<file path="src/rtl/register_file_wb_pkg.sv">
// Shared sizing, types and counter-operation decode for the register_file_wb slice.
package register_file_wb_pkg;

    localparam int unsigned N         = 32;
    localparam int unsigned REG_COUNT = 16;
    localparam int unsigned ADDR_W    = 4;
    localparam int unsigned CNT_W     = 2;
    localparam int unsigned COMMIT_W  = 16;

    typedef logic [N-1:0]        word_t;
    typedef logic [ADDR_W-1:0]   addr_t;
    typedef logic [CNT_W-1:0]    cnt_t;
    typedef logic [COMMIT_W-1:0] commit_t;

    localparam cnt_t CNT_MAX = '1;

    typedef enum logic [1:0] {
        CNT_HOLD,
        CNT_INC,
        CNT_DEC
    } cnt_op_e;

    // An issue and a retire to the same register in one cycle cancel out.
    function automatic cnt_op_e cnt_op(input logic inc, input logic dec);
        if (inc && !dec) return CNT_INC;
        if (dec && !inc) return CNT_DEC;
        return CNT_HOLD;
    endfunction

endpackage

</file>
<file path="src/rtl/register_file_wb_pending_counter.sv">
// Saturating up/down in-flight write counter for one architectural register.
module pending_counter
    import register_file_wb_pkg::*;
(
    input  logic clk_i,
    input  logic rst_ni,
    input  logic inc_i,
    input  logic dec_i,
    output cnt_t count_o,
    output logic ovf_o,
    output logic unf_o
);

    cnt_t count_q, count_d;

    always_comb begin
        count_d = count_q;
        ovf_o   = 1'b0;
        unf_o   = 1'b0;
        unique case (cnt_op(inc_i, dec_i))
            CNT_INC: begin
                if (count_q == CNT_MAX) ovf_o = 1'b1;
                else                    count_d = count_q + 1'b1;
            end
            CNT_DEC: begin
                if (count_q == '0) unf_o = 1'b1;
                else               count_d = count_q - 1'b1;
            end
            default: ;
        endcase
    end

    always_ff @(posedge clk_i or negedge rst_ni) begin
        if (!rst_ni) count_q <= '0;
        else         count_q <= count_d;
    end

    assign count_o = count_q;

endmodule

</file>
<file path="src/rtl/register_file_wb.sv">
// Architectural register file with write-through read ports, per-register
// pending-write scoreboard for RAW hazard detection, and a retired-write counter.
module register_file_wb
    import register_file_wb_pkg::*;
(
    input  logic    clk,
    input  logic    rst,
    input  addr_t   src1,
    input  addr_t   src2,
    input  logic    src2_valid,
    output word_t   reg1_out,
    output word_t   reg2_out,
    input  logic    wb_en_in,
    input  addr_t   wb_dest_in,
    input  word_t   wb_value_in,
    input  logic    issue_en,
    input  addr_t   issue_dest,
    output logic    hazard,
    output commit_t commit_count,
    output logic    overflow_err,
    output logic    underflow_err
);

    word_t regs_q [REG_COUNT];
    cnt_t  cnt    [REG_COUNT];

    logic [REG_COUNT-1:0] inc_vec, dec_vec, ovf_vec, unf_vec;

    commit_t commit_count_q, commit_count_d;
    logic    overflow_err_q, overflow_err_d;
    logic    underflow_err_q, underflow_err_d;

    for (genvar r = 0; r < REG_COUNT; r++) begin : g_cnt
        assign inc_vec[r] = issue_en && (issue_dest == addr_t'(r));
        assign dec_vec[r] = wb_en_in && (wb_dest_in == addr_t'(r));

        pending_counter u_cnt (
            .clk_i   (clk),
            .rst_ni  (rst),
            .inc_i   (inc_vec[r]),
            .dec_i   (dec_vec[r]),
            .count_o (cnt[r]),
            .ovf_o   (ovf_vec[r]),
            .unf_o   (unf_vec[r])
        );
    end

    // dec_vec doubles as the bypass select; the retiring write also lowers the
    // effective pending count, so count > dec is "eff(r) != 0".
    always_comb begin
        reg1_out = dec_vec[src1] ? wb_value_in : regs_q[src1];
        reg2_out = dec_vec[src2] ? wb_value_in : regs_q[src2];
        hazard   = (cnt[src1] > cnt_t'(dec_vec[src1])) ||
                   (src2_valid && (cnt[src2] > cnt_t'(dec_vec[src2])));
    end

    always_comb begin
        commit_count_d  = wb_en_in ? commit_count_q + 1'b1 : commit_count_q;
        overflow_err_d  = overflow_err_q  | (|ovf_vec);
        underflow_err_d = underflow_err_q | (|unf_vec);
    end

    always_ff @(posedge clk or negedge rst) begin
        if (!rst) begin
            for (int unsigned i = 0; i < REG_COUNT; i++) regs_q[i] <= '0;
        end else if (wb_en_in) begin
            regs_q[wb_dest_in] <= wb_value_in;
        end
    end

    always_ff @(posedge clk or negedge rst) begin
        if (!rst) begin
            commit_count_q  <= '0;
            overflow_err_q  <= 1'b0;
            underflow_err_q <= 1'b0;
        end else begin
            commit_count_q  <= commit_count_d;
            overflow_err_q  <= overflow_err_d;
            underflow_err_q <= underflow_err_d;
        end
    end

    assign commit_count  = commit_count_q;
    assign overflow_err  = overflow_err_q;
    assign underflow_err = underflow_err_q;

endmodule

</file>
<file path="config.mk">
export PLATFORM = sky130hd
export DESIGN_NAME = register_file_wb
export DESIGN_NICKNAME = d
export VERILOG_FILES = /design/src/rtl/register_file_wb_pkg.sv /design/src/rtl/register_file_wb_pending_counter.sv /design/src/rtl/register_file_wb.sv
export SDC_FILE = /design/constraint.sdc
export NUM_CORES = 1
export LEC_CHECK = 0
export CORE_MARGIN = 1
export CORE_UTILIZATION = 42
export CTS_BUF_LIST = sky130_fd_sc_hd__clkbuf_8
export DETAILED_ROUTE_END_ITERATION = 12
export HOLD_SLACK_MARGIN = 0.08
export MAX_ROUTING_LAYER = met4
export PLACE_DENSITY_LB_ADDON = 0.25
export SLEW_MARGIN = 20
export SYNTH_ARGS = -nofsm -noshare
export SYNTH_HDL_FRONTEND = slang
export SYNTH_SLANG_ARGS = --single-unit
</file>
<file path="constraint.sdc">
create_clock -name clk -period 4.4 [get_ports clk]
set_input_delay 0.88 -clock clk [delete_from_list [all_inputs] [get_ports clk]]
set_output_delay 0.88 -clock clk [all_outputs]
set_load 0.03 [all_outputs]
</file>
* After elaboration in Yosys (flattened, before gate mapping)
Index checks and enable logic that the tools add are counted.
** Storage, ports and cells
- Register bits :: 562
- Logic and storage cells :: 587
** Operators by class
- Reductions and logical operators :: 151
- Mux-type cells :: 245
- Add/sub/neg operators :: 33
- Bitwise operators :: 5
- Order comparisons :: 8
- Eq/ne operators :: 110
** Operators with widths (count)
- bitwise mux 512 bit :: 1
- binary-select mux 32 bit (select 4 bit) :: 2
- 2-to-1 mux 32 bit :: 7
- 2-to-1 mux 2 bit :: 100
- demux 32 bit (select 4 bit) :: 1
- 2-to-1 mux 1 bit :: 114
- logical AND 1 bit :: 66
- equality test 2 bit (second input constant) :: 32
- equality test 4 bit (second input constant) :: 16
- != test 2 bit (second input constant) :: 32
- case mux 2 bit (2 select lines) :: 16
- AND reduction 3 bit :: 16
- adder 2 x 1 -> 2 bit (second input constant) :: 16
- equality test 2 x 1 -> 1 bit (second input constant) :: 16
- equality test 4 x 3 -> 1 bit (second input constant) :: 8
- zero test 1 bit :: 32
- zero test 2 bit :: 16
- nonzero test 2 bit :: 16
- OR reduction 16 bit :: 2
- subtractor 2 x 1 -> 2 bit (second input constant) :: 16
- adder 16 x 1 -> 16 bit (second input constant) :: 1
- binary-select mux 2 bit (select 4 bit) :: 2
- equality test 4 x 2 -> 1 bit (second input constant) :: 4
- >= comparator 5 bit (second input constant) :: 3
- 9 further kinds :: 17

* Longest topological paths before layout
Gate-level depths: netlist (run 1).
- Depth in word-level cells :: 12
- Mapped depth :: 11
- Gate-level depth less buffers :: 9

* Cells and area by module
From an unflattened synthesis (run 1), not the netlist that was laid out.
** Unflattened totals
- Cells, all modules :: 2124
- Area total of the unflattened synthesis :: 30950.9 um2
** Modules (own cells, without submodules)
- register_file_wb :: area each 28909.0 um2, instances 1, cells each 1900
- pending_counter :: area each 127.6 um2, instances 16, cells each 14

* Worst setup path after synthesis (run 1)
OpenSTA, ideal clock, no wires.
- Kind :: input port to output port
- Start point :: in src2[0]
- End point :: out hazard
- Data arrival time :: 3.100 ns
- Path slack :: 0.420 ns
- Required time :: 3.520 ns
- Cell stages on the path :: 11
- Cells stage by stage :: buf_4 buf_6 buf_4 mux4_2 mux4_2 inv_1 ha_1 nor2_1 nor2_1 a221oi_2 a211o_1
** On the way
- Cells in the longest elaborated chain, start to end :: 7
** Ends and longest elaborated chain
- start, declared :: line register_file_wb.sv:9 : input addr_t src2,
- NOT 4 -> 5 bit (not written as such) :: line register_file_wb.sv:54 : (src2_valid && (cnt[src2] > cnt_t'(dec_vec[src2])));
- binary-select mux 2 bit (select 4 bit) :: line register_file_wb.sv:54
- 2-to-1 mux 2 bit (not written as such) (2 in series) :: line register_file_wb.sv:54
- greater-than comparator 2 x 1 -> 1 bit (*) :: line register_file_wb.sv:54
- logical AND 1 bit (*) :: line register_file_wb.sv:54
- logical OR 1 bit (*) :: line register_file_wb.sv:53 : hazard = (cnt[src1] > cnt_t'(dec_vec[src1])) ||
- end, declared :: line register_file_wb.sv:18 : output logic hazard,
Mark *: on every way between the ends. The rest lies on a longest branch, timed or not. The select of a mux whose other input is x is not followed.

* Final worst setup path (run 1)
- Start point :: in src1[3]
- End point :: out reg1_out[28]
** On the way
- Cells in the longest elaborated chain, start to end :: 5
** Ends and longest elaborated chain
- start, declared :: line register_file_wb.sv:8 : input addr_t src1,
- NOT 4 -> 5 bit (not written as such) :: line register_file_wb.sv:51 : reg1_out = dec_vec[src1] ? wb_value_in : regs_q[src1];
- binary-select mux 32 bit (select 4 bit) :: line register_file_wb.sv:51
- 2-to-1 mux 32 bit (not written as such) (2 in series) :: line register_file_wb.sv:51
- 2-to-1 mux 32 bit (*) :: line register_file_wb.sv:51
- end, declared :: line register_file_wb.sv:11 : output word_t reg1_out,
Marks and branches as above.

==> results.rst, run 1 <==
.. list-table::
   :header-rows: 1

   * - Metric
     - Value
   * - Run status
     - completed
   * - Number of distinct library cells after synthesis
     - between 40 and 50
   * - Fraction of layout instances using a drive strength above 1
     - 45.89%
   * - Worst IR Drop VDD
     - 0.2253 mV
   * - Finished layout cell area
     - 36190 um2
   * - Yosys synthesis warning count
     - 0
   * - Part of the Yosys area used for sequential elements
     - between 40% and 50%
   * - Max incr delay on CP
     - 820 ps
   * - Count of filler cells inserted in the layout
     - 6249
   * - Reported max-cap violation count
     - 0
   * - Overall power of the completed layout
     - ~17 mW
   * - Number of antenna violations at the first check in global routing
     - 2
   * - Number of vias after detailed routing
     - 20710
   * - Estimated wirelength of the detail-placed design
     - roughly 53000 um
   * - Fin Hold WS
     - between 400 and 500 ps
   * - Top cell types by occurrence after synthesis
     - sky130_fd_sc_hd__dfrtp_1, sky130_fd_sc_hd__mux2_2, sky130_fd_sc_hd__mux4_2
   * - Detailed-route wire length
     - around 90000 um
   * - Slowest library cell on the worst path
     - sky130_fd_sc_hd__nor2_4
   * - Dominant register cell in the synthesized netlist
     - sky130_fd_sc_hd__dfrtp_1
   * - Worst slew margin
     - 24.23%
   * - Reg area
     - between 10000 and 15000 um2
   * - Cell count of the worst hold path
     - 1
   * - CTS tree
     - done
   * - Proportion of total power due to net switching
     - 30.80%
   * - Post-synthesis cell type with the largest combined area
     - sky130_fd_sc_hd__dfrtp_1
   * - Post-CTS clock slew at the launch and capture registers of the worst setup and hold paths
     - approximately 60 ps
   * - Number of H-tree branching levels
     - 3
   * - Area growth, synth to finish
     - 15.28%
   * - Worst Min Path Start
     - commit_count[15]$_DFFE_PN0P_
   * - Most frequently used cell type in the post-synthesis netlist
     - sky130_fd_sc_hd__dfrtp_1
   * - Mean cell area of the mapped netlist
     - 14.14 um2
   * - Layout Skew
     - 30.47 ps
   * - Post-detailed-route DRC marker count
     - 0
   * - Power share of the combinational group
     - 28.5%
   * - Number of global-route vias before repair
     - 21700
   * - Max Fanout on Critical Path
     - 23
   * - Critical path data required time
     - roughly 3500 ps
   * - Post-synthesis net count
     - about 2300
   * - Cell repeated most along the worst path
     - sky130_fd_sc_hd__buf_4
   * - Final global-route overflow total
     - 0
   * - Total net switching power
     - 5.173 mW
   * - CTS Root Cell
     - sky130_fd_sc_hd__clkbuf_8
   * - Inserted Clock Buffers
     - 98
   * - Global-route usage over all layers
     - between 20% and 30%
   * - Worst Max-Slew Pin Slew
     - 1134 ps
   * - Number of I/O pins
     - ~140
   * - Fraction of the mapped netlist area in adder cells
     - around 1.4%
   * - Clock sinks
     - between 500 and 600
   * - Crit path from
     - src1[3]
   * - Number of flops mapped to enable cells by yosys
     - 0
   * - Post-route worst setup slack
     - 53.57 ps
   * - Longest Clk Path Bufs
     - 3
   * - Wire length of the first global-routing pass
     - about 140000 um
   * - Synth Area in Simple Gates
     - 4.201%
   * - Proportion of synthesized area in mux cells
     - 40.51%
   * - Placed Area
     - 34320 um2
   * - Share of the synthesized area in the top cell type
     - around 45%
   * - Main combinational cell family by area after synthesis
     - multiplexers
   * - Final std cells w/o fill
     - 3358
   * - Worst Setup End Kind
     - output pin
   * - Cell internal power dissipation
     - 11.62 mW
   * - WS Path Type
     - in -> out
   * - Count of routing violations after the opening detailed-route iteration
     - 1685
   * - Total negative slack
     - 0 ps
   * - Pin count of the biggest net entering global routing
     - 157
   * - Last weighted congestion value of the routability-driven placer
     - just under 0.9
   * - Static leakage
     - 15.22 nW
   * - Number of detailed-routing iterations run before antenna repair
     - 5
   * - Final setup violation count
     - 0
   * - Die Footprint
     - 75840 um2
   * - R2R depth
     - 4
   * - CORE AREA
     - 73450 um2
   * - Number of input and output port buffers inserted
     - 135
   * - Remaining antenna violation count
     - 0
   * - Synthesized instance count
     - 2220
   * - Clock insertion delay at the later pin of the skew report
     - 700 ps
   * - Post-synthesis xor/xnor area fraction
     - 0.6417%
   * - Synth top area cells
     - sky130_fd_sc_hd__dfrtp_1, sky130_fd_sc_hd__mux4_2, sky130_fd_sc_hd__mux2_2, sky130_fd_sc_hd__a22oi_1, sky130_fd_sc_hd__mux2_1
   * - Post-DR vias/cell
     - 6.168
   * - Min-delay worst type
     - reg -> reg
   * - Initial cell density of the core
     - 42.74%
   * - Routed WL per cell
     - 26.55 um
   * - Time the worst path needs with I/O delays and setup
     - between 4000 and 5000 ps
   * - Cell Rows
     - 99
   * - Synthesized area
     - roughly 31000 um2
   * - Worst R2R Start
     - g_cnt[8].u_cnt.count_o[0]$_DFFE_PN0P_
   * - Maximum clock frequency
     - ~0.23 GHz
   * - Fraction of the mapped netlist area in compound gates
     - 4.592%
   * - Die boundary height
     - 275.4 um
   * - Final Net Count
     - 2413
   * - Post-synth ARST share
     - 100.0%
   * - Flops & latches, synth
     - approximately 560
   * - Die width
     - around 280 um
   * - Power per cell area
     - 464.1 nW/um2
   * - List of cells traversed by the critical path
     - clkdlybuf4s50_1, buf_4, nor2_4, buf_4, a22oi_1, nand2_1, mux2_2, buf_12
   * - Arrival time worst endpoint
     - between 3000 and 4000 ps
   * - Share of the core filled with cells in the final layout
     - 49.27%
   * - Part of the total power dissipated in sequential elements
     - approximately 44%
   * - Placed instance count
     - 3183
   * - Number of slew-limit violations in the final report
     - 0
   * - Kind of start point of the critical path
     - primary input
   * - Clock power share
     - 27.4%
   * - Final period util
     - 98.78%
   * - Endpoints failing hold
     - 0
   * - RSZ-0062 raised after global routing
     - no
   * - Area taken by multi-input logic gates
     - 16250 um2
   * - Post-placement setup slack
     - -47.62 ps
kinds of logic after synthesis:
kind of cell    Yosys count
simple gates            272
buf+inv                 258
fa+ha+maj                35
flops                   562
mux                     857
xor+xnor                 23
compound gates          213
placed cells by master (no fill, tap or decap), types with 5 or more instances in the layout:
cell type                         instances
sky130_fd_sc_hd__nor2_1                  53
sky130_fd_sc_hd__mux4_2                 273
sky130_fd_sc_hd__nand2_1                 91
sky130_fd_sc_hd__dfrtp_1                562
sky130_fd_sc_hd__nor2b_1                  5
sky130_fd_sc_hd__xor2_1                  14
sky130_fd_sc_hd__inv_1                   91
sky130_fd_sc_hd__o22ai_1                 17
sky130_fd_sc_hd__clkbuf_8               117
sky130_fd_sc_hd__ha_1                    35
sky130_fd_sc_hd__nand2b_1                17
sky130_fd_sc_hd__nor3b_1                 17
sky130_fd_sc_hd__nor2_4                  12
sky130_fd_sc_hd__mux2_1                  56
sky130_fd_sc_hd__nand4_1                  9
sky130_fd_sc_hd__a21oi_1                 58
sky130_fd_sc_hd__clkdlybuf4s50_1         63
sky130_fd_sc_hd__a22oi_1                128
sky130_fd_sc_hd__buf_12                  67
sky130_fd_sc_hd__xnor2_1                  9
sky130_fd_sc_hd__mux2_2                 522
sky130_fd_sc_hd__clkinv_2                 9
sky130_fd_sc_hd__nor3_1                   6
sky130_fd_sc_hd__buf_4                   74
sky130_fd_sc_hd__mux2i_1                  6
sky130_fd_sc_hd__nand3_1                 37
layout make-up:
cell class	instances	area share, %
inverters	51	0.5290
flip-flops and latches	562	38.86
repair buffers	212	7.257
well taps	959	3.316
clock inverters	55	0.6777
multi-input cells	1400	44.89
clock buffers	117	4.450
diodes	2	0.01383
power groups by stage:
| stage | clock network, mW | registers (mW) | logic [mW] |
|---|---|---|---|
| global route | 4.95 | 7.59 | 5.10 |
| detailed placement | 0 | 7.46 | 4.81 |
| global placement | 0 | 7.32 | 4.71 |
| floorplan | 0 | 7.15 | 3.32 |
| CTS | 4.70 | 7.38 | 4.83 |
| finish | 4.60 | 7.41 | 4.78 |
flip-flops by register name, indices dropped and copies added, names as in the netlist:
register and flops:
g_cnt.u_cnt.count_o 32, overflow_err 1, regs_q 512, underflow_err 1, commit_count 16
metal layers:
| layer | GRT usage, % | vias up | wire length, um |
|---|---|---|---|
| met5 | - | - | 0 |
| met2 | 37.30 | 690 | 42080 |
| met4 | 7.575 | 0 | 2303 |
| met3 | 3.619 | 161 | 5408 |
| met1 | 34.77 | 11160 | 39360 |
| li1 | - | 8702 | - |
repair_timing:
action / in CTS / in global routing
resized for setup: 1 / 1
cloned: 0 / 0
hold buffers: 1 / 0
setup endpoints to repair: 1 / 1
endpoints found under the hold margin: 21 / 0
setup buffers: 0 / 0
final timing paths:
check                                                    endpoint  slack [ps]
min                                  commit_count[15]$_DFFE_PN0P_         470
max in group asynchronous             commit_count[9]$_DFFE_PN0P_        2470
min reg2reg                          commit_count[15]$_DFFE_PN0P_         470
max reg2reg                               underflow_err$_DFF_PN0_        2670
min in group asynchronous  g_cnt[15].u_cnt.count_o[0]$_DFFE_PN0P_         630
max                                                  reg1_out[28]          50
worst max-delay path, delay by kind of cell:
| family | cells | cell delay (ps) |
|---|---|---|
| buffers and inverters | 4 | 1300 |
| multiplexers | 1 | 210 |
| AND/OR/NAND/NOR | 2 | 950 |
| AO/OA/AOI/OAI | 1 | 110 |
Power figures use the tool's default switching activity.
==> inputs of run 2 (changes only) <==
Clock period 4.4 ns to 5.4 ns, I/O delays scaled along.
==> run 2 against run 1 <==
Net effect: via count shrank 0.33%; count of clock-buffer cells in the layout up 3; power decreased by 18%; largest power group unchanged; register-to-register slack better by 990 ps; global-route usage is 0.57 points higher; flip-flop and latch count stayed put; sequential share of layout area increased by 0.26 points.
==> results.rst, run 2 (synthesized netlist as in run 1, its figures left out) <==
.. list-table::
   :header-rows: 1

   * - Metric
     - Value
   * - Run status
     - completed (unchanged)
   * - Clock power share
     - 29.3% (was 27.4%)
   * - Routed WL per cell
     - 27.16 um (was 26.55 um)
   * - Clock sinks
     - 562 (unchanged)
   * - Worst IR Drop VDD
     - 0.1684 mV (was 0.2253 mV)
   * - Number of H-tree branching levels
     - 3 (unchanged)
   * - CORE AREA
     - 73450 um2 (unchanged)
   * - Worst Setup End Kind
     - output pin (unchanged)
   * - Slowest library cell on the worst path
     - sky130_fd_sc_hd__clkdlybuf4s50_1 (was sky130_fd_sc_hd__nor2_4)
   * - Area taken by multi-input logic gates
     - 16250 um2 (unchanged)
   * - Number of I/O pins
     - 136 (unchanged)
   * - Endpoints failing hold
     - 0 (unchanged)
   * - Post-DR vias/cell
     - 6.168 (about the same)
   * - Detailed-route wire length
     - 90920 um (was 89160 um)
   * - Remaining antenna violation count
     - 0 (unchanged)
   * - Power per cell area
     - 384.2 nW/um2 (was 464.1 nW/um2)
   * - Initial cell density of the core
     - 42.74% (unchanged)
   * - Number of slew-limit violations in the final report
     - 0 (unchanged)
   * - Proportion of total power due to net switching
     - 30.58% (was 30.80%)
   * - Number of flip-flops under the largest register name
     - 512 (unchanged)
   * - Clock insertion delay at the later pin of the skew report
     - 710 ps (was 700 ps)
   * - Number of antenna violations at the first check in global routing
     - 1 (was 2)
   * - List of cells traversed by the critical path
     - clkdlybuf4s50_1, buf_4, xnor2_1, nand2_1, nor4_4, buf_4, ha_1, nor2_1, nor2_1, a221oi_2, a211o_1, buf_4 (was clkdlybuf4s50_1, buf_4, nor2_4, buf_4, a22oi_1, nand2_1, mux2_2, buf_12)
   * - Post-CTS clock slew at the launch and capture registers of the worst setup and hold paths
     - 60 ps (about the same)
   * - Most frequent standard cell in the layout excluding fill and tap cells
     - sky130_fd_sc_hd__dfrtp_1 (unchanged)
   * - Total negative slack
     - 0 ps (unchanged)
   * - Estimated wirelength of the detail-placed design
     - 51490 um (was 52570 um)
   * - Placed Area
     - 33900 um2 (was 34320 um2)
   * - Maximum clock frequency
     - about 0.2 GHz
   * - Longest Clk Path Bufs
     - 3 (unchanged)
   * - WS Path Type
     - in -> out (unchanged)
   * - Max Fanout on Critical Path
     - 18 (was 23)
   * - Final global-route overflow total
     - 0 (unchanged)
   * - Global-route usage over all layers
     - 25.36% (was 24.79%)
   * - Inserted Clock Buffers
     - 101 (was 98)
   * - Die boundary height
     - 275.4 um (unchanged)
   * - Reg area
     - 14060 um2 (unchanged)
   * - Finished layout cell area
     - 35950 um2 (was 36190 um2)
   * - Critical path data required time
     - 4320 ps (was 3520 ps)
   * - Reported max-cap violation count
     - 0 (unchanged)
   * - Post-cts sizing count
     - 0 (was 1)
   * - Number of global-route vias before repair
     - 21870 (was 21700)
   * - Largest delay share family, worst path
     - buffers and inverters (unchanged)
   * - Post-cts hold buffer count
     - 0 (was 1)
   * - Arrival time worst endpoint
     - 3910 ps (was 3470 ps)
   * - CTS tree
     - done (unchanged)
   * - Number of vias after detailed routing
     - 20640 (was 20710)
   * - Worst Max-Slew Pin Slew
     - 931.3 ps (was 1134 ps)
   * - Largest register by flop count
     - regs_q (unchanged)
   * - Commonest non-fill, non-tap cells in the layout
     - sky130_fd_sc_hd__dfrtp_1, sky130_fd_sc_hd__mux2_2, sky130_fd_sc_hd__mux4_2 (unchanged)
   * - Cell Rows
     - 99 (unchanged)
   * - CTS Root Cell
     - sky130_fd_sc_hd__clkbuf_8 (unchanged)
   * - Pin count of the biggest net entering global routing
     - 136 (was 157)
   * - Final std cells w/o fill
     - 3347 (was 3358)
   * - Post-detailed-route DRC marker count
     - 0 (unchanged)
   * - Final period util
     - 92.39%
   * - Cell repeated most along the worst path
     - sky130_fd_sc_hd__buf_4 (unchanged)
   * - Setup fix buffers added after clock tree synthesis
     - 0 (unchanged)
   * - Overall power of the completed layout
     - 13.81 mW (was 16.80 mW)
   * - Cell internal power dissipation
     - 9.587 mW (was 11.62 mW)
   * - Min-delay worst type
     - in -> async (was reg -> reg)
   * - Number of input and output port buffers inserted
     - 135 (unchanged)
   * - Part of the total power dissipated in sequential elements
     - 43.8% (was 44.1%)
   * - Final setup violation count
     - 0 (unchanged)
   * - Buffers & Inverters on Critical Path
     - 4 (unchanged)
   * - Time the worst path needs with I/O delays and setup
     - 4989 ps
   * - RSZ-0062 raised after global routing
     - no (unchanged)
   * - Static leakage
     - 15.01 nW (was 15.22 nW)
   * - Die width
     - 275.4 um (unchanged)
   * - Total net switching power
     - 4.223 mW (was 5.173 mW)
   * - Worst slew margin
     - 37.77% (was 24.23%)
   * - Die Footprint
     - 75840 um2 (unchanged)
   * - Fraction of layout instances using a drive strength above 1
     - 43.82% (was 45.89%)
   * - Number of detailed-routing iterations run before antenna repair
     - 5 (unchanged)
   * - Count of routing violations after the opening detailed-route iteration
     - 1684 (was 1685)
   * - Kind of start point of the critical path
     - primary input (unchanged)
   * - Area growth, synth to finish
     - 14.51% (was 15.28%)
   * - Fin Hold WS
     - 356.2 ps (was 472.0 ps)
   * - Max incr delay on CP
     - 700 ps (was 820 ps)
   * - Final Net Count
     - 2397 (was 2413)
   * - Count of filler cells inserted in the layout
     - 6250 (was 6249)
   * - Wire length of the first global-routing pass
     - 138800 um (was 136300 um)
   * - Layout Skew
     - 14.99 ps (was 30.47 ps)
   * - Last weighted congestion value of the routability-driven placer
     - 0.8669 (was 0.8732)
   * - Placed instance count
     - 3165 (was 3183)
   * - Power share of the combinational group
     - 26.9% (was 28.5%)
## run 2: cell types whose count changed in the layout (fill, tap and decap cells not counted), sizes merged
cell           before  now
dlygate4sd3         1    0
bufinv              0    4
dlygate4sd2         1    0
clkinvlp            4    2
diode               2    1
buf               146   76
clkinv              9   19
inv                93   87
dlymetal6s2s        1    0
clkbuf            117  120
clkdlybuf4s50      63  117
## run 2: cell type report
class                           instances  area share (%)
Multi-Input combinational cell       1400           45.20
Sequential cell                       562           39.12
Timing Repair Buffer                  193           6.112
Clock buffer                          120           4.594
Tap cell                              959           3.338
Clock inverter                         61           1.096
Inverter                               51          0.5325
Antenna cell                            1        0.006961
## run 2: worst paths after layout
path,start,to,slack [ps],cells after the start
min reg2reg,commit_count[15]$_DFFE_PN0P_,commit_count[15]$_DFFE_PN0P_,480,1
max,src2[1],hazard,410,12
min,rst,g_cnt[0].u_cnt.count_o[0]$_DFFE_PN0P_,360,1
max reg2reg,g_cnt[8].u_cnt.count_o[0]$_DFFE_PN0P_,underflow_err$_DFF_PN0_,3660,4
min in group clk,commit_count[15]$_DFFE_PN0P_,commit_count[15]$_DFFE_PN0P_,480,1
max in group asynchronous,rst,regs_q[362]$_DFFE_PN0P_,3720,2
## run 2: stage by stage
stage	utilization (%)	worst slack, ps
after floorplan	-	1020
after global placement	46.15	407.9
after detailed placement	46.15	392.3
after CTS	48.93	377.4
after global routing	48.94	192.8
final	48.94	410.9
## run 2: power groups by stage
stage	Sequential (mW)	Combinational (mW)	Clock, mW
after floorplan	5.82	2.70	0
after global routing	6.19	3.97	4.36
after detailed placement	6.09	3.73	0
after global placement	5.96	3.64	0
final	6.05	3.71	4.05
after CTS	6.02	3.74	4.15
## run 2: per-layer routing
layer	track usage, %	part of all wire (%)	vias to the layer above
li1	-	-	8666
met3	4.358	5.3	194
met5	-	0	-
met2	39.24	48	655
met1	34.05	44	11130
met4	8.069	2.8	0
==> inputs of run 3 (changes only) <==
Settings changed: ABC_CLOCK_PERIOD_IN_PS set to 5400, CORE_UTILIZATION 42 to 55.
==> run 3 against run 2 <==
Net effect: non-clock buffer count grew 7; routed wire length shrank 6.7%; design area shrank 0.75%; power shrank 0.71%; worst setup slack lost 97 ps; combinational power shrank 1%; first-iteration DRC count grew 9.0%; clock power shrank 1%; flip-flop and latch count is the same; hold slack gained 89 ps; critical path depth shrank 1.
==> results.rst, run 3 (synthesized netlist as in run 1, its figures left out) <==
.. list-table::
   :header-rows: 1

   * - Metric
     - Value
   * - Final setup violation count
     - 0 (unchanged)
   * - List of cells traversed by the critical path
     - clkdlybuf4s50_1, buf_4, mux4_2, mux4_2, inv_1, ha_1, nor2_1, nor2_1, a221oi_2, a211o_1, buf_4 (was clkdlybuf4s50_1, buf_4, xnor2_1, nand2_1, nor4_4, buf_4, ha_1, nor2_1, nor2_1, a221oi_2, a211o_1, buf_4)
   * - Setup fix buffers added after clock tree synthesis
     - 0 (unchanged)
   * - Number of input and output port buffers inserted
     - 135 (unchanged)
   * - Largest delay share family, worst path
     - buffers and inverters (unchanged)
   * - Finished layout cell area
     - 35680 um2 (was 35950 um2)
   * - Largest register by flop count
     - regs_q (unchanged)
   * - Worst slew margin
     - 33.13% (was 37.77%)
   * - Maximum clock frequency
     - 0.1966 GHz (was 0.2004 GHz)
   * - Busiest metal layer after global routing
     - met2 (unchanged)
   * - Critical path data required time
     - 4320 ps (about the same)
   * - Inserted Clock Buffers
     - 96 (was 101)
   * - Number of global-route vias before repair
     - 21880 (was 21870)
   * - Pin count of the biggest net entering global routing
     - 123 (was 136)
   * - Share of the core filled with cells in the final layout
     - 63.27% (was 48.94%)
   * - Arrival time worst endpoint
     - 4010 ps (was 3910 ps)
   * - Routed WL per cell
     - 27.01 um (was 27.16 um)
   * - Post-placement setup slack
     - 311.3 ps (was 392.3 ps)
   * - Worst Max-Slew Pin Slew
     - 1003 ps (was 931.3 ps)
   * - Static leakage
     - 14.97 nW (was 15.01 nW)
   * - Buffers & Inverters on Critical Path
     - 4 (unchanged)
   * - Count of routing violations after the opening detailed-route iteration
     - 1836 (was 1684)
   * - Number of slew-limit violations in the final report
     - 0 (unchanged)
   * - Stages on worst setup path
     - 11 (was 12)
   * - Worst IR Drop VDD
     - 0.2364 mV (was 0.1684 mV)
   * - Final period util
     - 94.18% (was 92.39%)
   * - Clock insertion delay at the later pin of the skew report
     - 710 ps (about the same)
   * - Number of detailed-routing iterations run before antenna repair
     - 5 (unchanged)
   * - Max Fanout on Critical Path
     - 6 (was 18)
   * - Longest Clk Path Bufs
     - 3 (unchanged)
   * - Placed Area
     - 33630 um2 (was 33900 um2)
   * - Kind of start point of the critical path
     - primary input (unchanged)
   * - Number of antenna violations at the first check in global routing
     - 1 (unchanged)
   * - Placed instance count
     - 2968 (was 3165)
   * - Grt met2 use
     - 48.28% (was 39.24%)
   * - Time the worst path needs with I/O delays and setup
     - 5086 ps (was 4989 ps)
   * - CORE AREA
     - 56390 um2 (was 73450 um2)
   * - Final global-route overflow total
     - 0 (unchanged)
   * - WS Path Type
     - in -> out (unchanged)
   * - Total negative slack
     - 0 ps (unchanged)
   * - Number of H-tree branching levels
     - 3 (unchanged)
   * - CTS Root Cell
     - sky130_fd_sc_hd__clkbuf_8 (unchanged)
   * - Count of filler cells inserted in the layout
     - 4181 (was 6250)
   * - Die width
     - 240.9 um (was 275.4 um)
   * - Fraction of layout instances using a drive strength above 1
     - 43.69% (was 43.82%)
   * - Die boundary height
     - 240.9 um (was 275.4 um)
   * - Remaining antenna violation count
     - 0 (unchanged)
   * - Post-detailed-route DRC marker count
     - 0 (unchanged)
   * - R2R depth
     - 4 (unchanged)
   * - Run status
     - completed (unchanged)
   * - Post-cts hold buffer count
     - 0 (unchanged)
   * - Number of I/O pins
     - 136 (unchanged)
   * - RSZ-0062 raised after global routing
     - no (unchanged)
   * - Wire length of the first global-routing pass
     - 130300 um (was 138800 um)
   * - Estimated wirelength of the detail-placed design
     - 48840 um (was 51490 um)
   * - Number of flip-flops under the largest register name
     - 512 (unchanged)
   * - Power per cell area
     - 384.3 nW/um2 (was 384.2 nW/um2)
   * - Min-delay worst type
     - in -> async (unchanged)
   * - Post-CTS clock slew at the launch and capture registers of the worst setup and hold paths
     - 60 ps (about the same)
   * - Area growth, synth to finish
     - 13.65% (was 14.51%)
   * - Reported max-cap violation count
     - 0 (unchanged)
   * - Clock sinks
     - 562 (unchanged)
   * - Final Net Count
     - 2399 (was 2397)
   * - M1 GR Usage
     - 40.88% (was 34.05%)
   * - Overall power of the completed layout
     - 13.71 mW (was 13.81 mW)
   * - Slowest library cell on the worst path
     - sky130_fd_sc_hd__clkdlybuf4s50_1 (unchanged)
   * - Worst Setup End Kind
     - output pin (unchanged)
   * - Post-DR vias/cell
     - 6.613 (was 6.168)
   * - Die Footprint
     - 58040 um2 (was 75840 um2)
   * - Detailed-route wire length
     - 84850 um (was 90920 um)
   * - Fin Hold WS
     - 445.0 ps (was 356.2 ps)
   * - Met3 usage
     - 6.314% (was 4.358%)
   * - Final std cells w/o fill
     - 3142 (was 3347)
   * - Post-route worst setup slack
     - 314.2 ps (was 410.9 ps)
   * - Most frequent standard cell in the layout excluding fill and tap cells
     - sky130_fd_sc_hd__dfrtp_1 (unchanged)
   * - CTS tree
     - done (unchanged)
   * - Cell Rows
     - 87 (was 99)
   * - Initial cell density of the core
     - 55.67% (was 42.74%)
   * - Global-route usage over all layers
     - 31.10% (was 25.36%)
   * - Endpoints failing hold
     - 0 (unchanged)
   * - Last weighted congestion value of the routability-driven placer
     - 0.8421 (was 0.8669)
   * - Layout Skew
     - 13.05 ps (was 14.99 ps)
   * - Commonest non-fill, non-tap cells in the layout
     - sky130_fd_sc_hd__dfrtp_1, sky130_fd_sc_hd__mux2_2, sky130_fd_sc_hd__mux4_2 (unchanged)
   * - Number of vias after detailed routing
     - 20780 (was 20640)
   * - Post-cts sizing count
     - 0 (unchanged)
   * - Max incr delay on CP
     - 690 ps (was 700 ps)
run 3: cell types whose count changed in the layout (fill, tap and decap cells not counted), sizes merged:
cell	previous run	this run
clkdlybuf4s50	117	124
clkinv	19	10
clkbuf	120	127
clkinvlp	2	3
inv	87	81
bufinv	4	2
run 3: where the power goes:
part | internal [mW] | switching [mW] | total, mW | leakage (nW)
sequential | 5.21 | 0.849 | 6.06 | 6.91
combinational | 2.15 | 1.51 | 3.66 | 6.92
clock | 2.19 | 1.80 | 3.99 | 1.14
total | 9.56 | 4.16 | 13.7 | 15.0
run 3: area by class of cell:
cell class | count | area (um2) | area share, %
diodes | 1 | 2.502 | 0.007014
clock buffers | 127 | 1748 | 4.899
clock inverters | 45 | 266.5 | 0.7470
inverters | 51 | 191.4 | 0.5366
multi-input cells | 1400 | 16250 | 45.54
flip-flops and latches | 562 | 14060 | 39.42
well taps | 756 | 945.9 | 2.651
repair buffers | 200 | 2212 | 6.200
run 3: path summary, 6_finish.rpt:
check / endpoint / startpoint / slack [ps]
max in group asynchronous: regs_q[210]$_DFFE_PN0P_ / rst / 3740
setup reg to reg: underflow_err$_DFF_PN0_ / g_cnt[8].u_cnt.count_o[1]$_DFFE_PN0P_ / 3610
min in group clk: commit_count[15]$_DFFE_PN0P_ / commit_count[15]$_DFFE_PN0P_ / 460
hold reg to reg: commit_count[15]$_DFFE_PN0P_ / commit_count[15]$_DFFE_PN0P_ / 460
hold / removal: g_cnt[13].u_cnt.count_o[0]$_DFFE_PN0P_ / rst / 440
setup / recovery: hazard / src2[1] / 310
run 3: metal layers:
layer	wire length (um)	part of all wire [%]
met5	0	0
met4	2622	3.1
met3	6085	7.2
met2	41420	49
met1	34720	41
